### src/rtl/ecg_gate_timer.sv
// ECG beat acceptance with refractory window and R-R interval measurement,
// driving a delayed, fixed-width gate pulse after every accepted beat.
module ecg_gate_timer #(
  parameter int unsigned CNT_W = 16
) (
  input  logic             clk,
  input  logic             rst,
  input  logic             enable,
  input  logic             edge_state,
  input  logic             edge_toggle,
  input  logic [CNT_W-1:0] refractory,
  input  logic [CNT_W-1:0] gate_delay,
  input  logic [CNT_W-1:0] gate_width,
  output logic             gate,
  output logic [CNT_W-1:0] rr_interval,
  output logic             rr_valid,
  output logic             missed_beat,
  output logic [7:0]       beat_count
);

  typedef enum logic [1:0] {IDLE, REFRACT, ARMED} acc_state_t;
  typedef enum logic [1:0] {G_IDLE, G_DELAY, G_ON} gate_state_t;

  localparam logic [CNT_W-1:0] CNT_MAX = '1;
  localparam logic [CNT_W-1:0] CNT_ONE = CNT_W'(1);

  logic             r_tog_q;
  acc_state_t       r_acc_state, w_acc_next;
  gate_state_t      r_gate_state, w_gate_next;
  logic [CNT_W-1:0] r_ivl_cnt;
  logic [CNT_W-1:0] r_refr, r_gdelay, r_gwidth;
  logic [CNT_W-1:0] r_dcnt, w_dcnt_next;
  logic [CNT_W-1:0] r_wcnt, w_wcnt_next;
  logic [CNT_W-1:0] r_rr_interval;
  logic             r_rr_valid, r_missed;
  logic [7:0]       r_beat_count;

  logic w_raw, w_timeout, w_accept, w_rr_load, w_miss;

  assign w_raw     = (edge_toggle != r_tog_q) & edge_state;
  assign w_timeout = (r_ivl_cnt == CNT_MAX);

  // A zero refractory skips REFRACT so the very next cycle can accept a beat.
  always_comb begin
    w_acc_next = r_acc_state;
    w_accept   = 1'b0;
    w_rr_load  = 1'b0;
    w_miss     = 1'b0;
    if (!enable) begin
      w_acc_next = IDLE;
    end else begin
      case (r_acc_state)
        IDLE: begin
          if (w_raw) begin
            w_accept   = 1'b1;
            w_acc_next = (refractory == '0) ? ARMED : REFRACT;
          end
        end
        REFRACT: begin
          if (w_timeout) begin
            w_miss     = 1'b1;
            w_acc_next = IDLE;
          end else if (r_ivl_cnt >= r_refr) begin
            w_acc_next = ARMED;
          end
        end
        ARMED: begin
          if (w_raw) begin
            w_accept   = 1'b1;
            w_rr_load  = 1'b1;
            w_acc_next = (refractory == '0) ? ARMED : REFRACT;
          end else if (w_timeout) begin
            w_miss     = 1'b1;
            w_acc_next = IDLE;
          end
        end
        default: w_acc_next = IDLE;
      endcase
    end
  end

  always_comb begin
    w_gate_next = r_gate_state;
    w_dcnt_next = r_dcnt;
    w_wcnt_next = r_wcnt;
    if (!enable) begin
      w_gate_next = G_IDLE;
    end else if (w_accept) begin
      if (gate_width == '0) begin
        w_gate_next = G_IDLE;
      end else if (gate_delay == '0) begin
        w_gate_next = G_ON;
        w_wcnt_next = CNT_ONE;
      end else begin
        w_gate_next = G_DELAY;
        w_dcnt_next = CNT_ONE;
      end
    end else begin
      case (r_gate_state)
        G_DELAY: begin
          if (r_dcnt >= r_gdelay) begin
            w_gate_next = G_ON;
            w_wcnt_next = CNT_ONE;
          end else begin
            w_dcnt_next = r_dcnt + CNT_ONE;
          end
        end
        G_ON: begin
          if (r_wcnt >= r_gwidth) begin
            w_gate_next = G_IDLE;
          end else begin
            w_wcnt_next = r_wcnt + CNT_ONE;
          end
        end
        default: w_gate_next = G_IDLE;
      endcase
    end
  end

  always_ff @(posedge clk) begin
    r_tog_q <= edge_toggle;
    if (rst) begin
      r_acc_state   <= IDLE;
      r_gate_state  <= G_IDLE;
      r_ivl_cnt     <= '0;
      r_refr        <= '0;
      r_gdelay      <= '0;
      r_gwidth      <= '0;
      r_dcnt        <= '0;
      r_wcnt        <= '0;
      r_rr_interval <= '0;
      r_rr_valid    <= 1'b0;
      r_missed      <= 1'b0;
      r_beat_count  <= '0;
    end else begin
      r_acc_state  <= w_acc_next;
      r_gate_state <= w_gate_next;
      r_dcnt       <= w_dcnt_next;
      r_wcnt       <= w_wcnt_next;
      r_rr_valid   <= w_rr_load;
      r_missed     <= w_miss;
      if (w_rr_load) begin
        r_rr_interval <= r_ivl_cnt;
      end
      if (w_accept) begin
        r_ivl_cnt    <= CNT_ONE;
        r_beat_count <= r_beat_count + 8'd1;
        r_refr       <= refractory;
        r_gdelay     <= gate_delay;
        r_gwidth     <= gate_width;
      end else if (enable && !w_timeout) begin
        r_ivl_cnt <= r_ivl_cnt + CNT_ONE;
      end
    end
  end

  assign gate        = (r_gate_state == G_ON);
  assign rr_interval = r_rr_interval;
  assign rr_valid    = r_rr_valid;
  assign missed_beat = r_missed;
  assign beat_count  = r_beat_count;

endmodule

### config.mk
export PLATFORM = sky130hd
export DESIGN_NAME = ecg_gate_timer
export DESIGN_NICKNAME = d
export VERILOG_FILES = /design/src/rtl/ecg_gate_timer.sv
export SDC_FILE = /design/constraint.sdc
export NUM_CORES = 1
export LEC_CHECK = 0
export BUFFER_PORTS_ARGS = -buffer_cell sky130_fd_sc_hd__buf_2
export CAP_MARGIN = 10
export CORE_MARGIN = 8
export CORE_UTILIZATION = 25
export DETAILED_ROUTE_END_ITERATION = 12
export SLEW_MARGIN = 20
export SYNTH_ARGS = -nofsm -noshare
export SYNTH_HDL_FRONTEND = slang
export SYNTH_SLANG_ARGS = --single-unit
### constraint.sdc
create_clock -name clk -period 7.25 [get_ports clk]
set_input_delay 0 -clock clk [delete_from_list [all_inputs] [get_ports clk]]
set_output_delay 0 -clock clk [all_outputs]
set_load 0.02 [all_outputs]
==> reports/metrics.yaml <==
worst_setup_path:
  setup.worst_path.end_class: "flop"
  start_kind: "flop"
  rrSetupSlack_ns: 4.13
  critPathMaxFanout: 13
  arrival_ns: 3.49
  worstPathRequired_ns: 7.61
  worstSetupPathType: "flop to flop"
logic_synthesis:
  synth-seq-cells: 127
  synth.avg_cell_area_um2: 7.985
  syn_nets: 971
  synth_edf_count: 0
  synth.yosys.warnings: 0
  ys.flop_type: "dfxtp_1"
  syn-cell-area_mm2: 0.006883
  netlist_instances: 862
  yosysSeqAreaShare: 0.3694
  synthDistinctLibCells: 63
  async_flop_share: 0
placement:
  gp_congestion: 0.7857
  dp.cells: 1247
  numPortBuffers: 79
  dp.final_hpwl_mm: 13.57
floorplanning:
  io_pins: 80
  fp.dieH_um: 181.9
  start_util: 0.2547
  core_area_mm2: 0.02703
  die_w_um: 181.9
  row_count: 60
  die_area_mm2: 0.03310
layout:
  final_common_cell: "nand2_1"
  finalNonFillerCells: 1328
  layout_common_cells: "nand2_1 (162), dfxtp_1 (127), a21oi_1 (86)"
  area_delta_synth_final_pct: 26.00
  fill_cells: 2862
  layout-drive-gt1-share: 0.1297
  finalNetCount: 1084
  insertedDiodeCount: 0
drt:
  wl_met1_mm: 8.796
  drt-vias-per-instance: 4.900
  first_pass_iters: 5
  drt_iter0_markers: 312
  dr_wl_met3_um: 766
  top_layer: "met4"
  ant_nets: 0
  routed_wl_mm: 18.96
  routed-wl-met2_mm: 8.905
  num_vias: 6507
  drc: 0
  wire_per_inst_um: 14.28
timing:
  rsz0062_at_grt: "false"
  hold_violations: 0
  clock.fmax_mhz: 320.1
  fin_hold_ws_ns: 0.03361
  relSlewSlack: 0.2859
  slew_viol_final: 0
  fin_tns_setup_ns: 0
  worst_pin_slew_ns: 1.071
  setup_viol: 0
  period_share: 0.4309
  period_needed_ns: 3.124
  skew_ns: 0.009540
clocking:
  clk_pin_slew_ns: 0.06
  h-tree-depth: 4
  cts-root-buf: "clkbuf_16"
  cts.sinks: 127
  cts-buffers-inserted: 17
  postCtsSetupRepairBufs: 0
  cts_tree: "done"
  cts_max_path_buffers: 2
  worstSkewPairLatency_ns: 0.43
run:
  max-cap-violations: 0
global_route:
  grt_usage: 0.1168
  grt_pass1_vias: 6363
  grt_antenna_before_repair: 0
  grt_pass1_wl_mm: 31.91
  grt_max_degree: 97
  grt-ovfl-total: 0
power_and_ir_drop:
  p_leak_nw: 3.234
  power_density_mw_per_mm2: 202.5
  ir_drop_mv: 0.1413
hold_path:
  hold_class: "input pin to flop"
run_status:
  status: "finished, final reports clean"
## state kept, by name, summed over array words and instances, names as in the netlist
| signal | cells |
|---|---|
| beat_count | 8 |
| missed_beat | 1 |
| r_acc_state | 2 |
| r_dcnt | 16 |
| r_gate_state | 2 |
| r_gdelay | 16 |
| r_gwidth | 16 |
| r_ivl_cnt | 16 |
| r_refr | 16 |
| r_tog_q | 1 |
| r_wcnt | 16 |
| rr_interval | 16 |
| rr_valid | 1 |
## kinds of logic (layout without fill, tap and decap cells)
family | after synthesis | in the layout | share of synthesized area
simple gates | 368 | 368 | 0.2590
compound gates | 181 | 181 | 0.1760
flops | 127 | 127 | 0.3694
buf+inv | 104 | 229 | 0.05817
fa+ha+maj | 56 | 56 | 0.1018
xor+xnor | 19 | 19 | 0.02527
mux | 7 | 7 | 0.01036
## cell usage after synthesis, types with 8 or more instances
cell type / instances / area, um^2
nand2_1: 163 / 611.8
dfxtp_1: 127 / 2542
a21oi_1: 86 / 430.4
inv_1: 67 / 251.5
ha_1: 56 / 700.7
nor2_1: 48 / 180.2
nand3_1: 46 / 230.2
clkbuf_1: 31 / 116.4
nand4_1: 29 / 181.4
nor4_1: 19 / 118.9
o21ai_0: 19 / 95.09
and3_1: 15 / 93.84
o311ai_1: 13 / 113.9
xor2_1: 13 / 113.9
o211ai_1: 9 / 67.56
a211oi_1: 8 / 60.06
and4_1: 8 / 70.07
## final cells by class
| type | count | area [um^2] | share of cell area |
|---|---|---|---|
| clock inverter | 12 | 136.4 | 0.01573 |
| inverter | 67 | 251.5 | 0.02900 |
| timing repair buffer | 131 | 910.9 | 0.1050 |
| sequential | 127 | 2542 | 0.2932 |
| multi-input combinational | 631 | 3961 | 0.4568 |
| clock buffer | 19 | 442.9 | 0.05107 |
| tap | 341 | 426.7 | 0.04920 |
## routing by layer
layer,track usage,vias up
met5,0,-
met4,0.04887,0
met3,0.02575,35
met2,0.1938,150
met1,0.1439,3031
li1,-,3291
## report_power, final
group          switching [W]  internal [W]  total (W)  leakage, nW
registers          0.0000112      0.000712   0.000724         1.03
clock network       0.000339      0.000515   0.000854        0.265
logic               0.000109     0.0000700   0.000179         1.94
total               0.000459       0.00130    0.00176         3.23
## stage by stage
| stage | setup slack, ns | power, W | cell area, um^2 | utilization |
|---|---|---|---|---|
| after floorplan | 4.842 | 0.0008429 | 6883 | - |
| after global placement | 3.757 | 0.0008929 | 7581 | 0.2805 |
| after detailed placement | 3.665 | 0.0008958 | 7581 | 0.2805 |
| after CTS | 3.641 | 0.001769 | 8661 | 0.3205 |
| final | 4.126 | 0.001756 | 8672 | 0.3209 |
| after global routing | 3.847 | 0.001821 | 8672 | 0.3209 |
## final timing paths
check / start / to / cells past startpoint
worst max register to register: r_wcnt[13] / r_wcnt[0] / 7
worst max-delay path: r_wcnt[13] / r_wcnt[0] / 7
worst min register to register: rr_interval[5] / rr_interval[5] / 2
worst min-delay path: edge_state / missed_beat / 4
## worst max-delay path, cell delays in order (launching register included)
cell and delay (ns):
dfxtp_1 0.41, ha_1 0.27, a21oi_1 0.15, nor2_1 0.06, a211oi_1 0.48, nand4_1 0.45
a2111oi_4 0.95, o221a_1 0.29
## timing repair
item                      CTS  global route
resized for setup           0             0
hold endpoints to repair   50             0
hold buffers               50             0
Note: power is estimated with default switching activity, not from simulation.
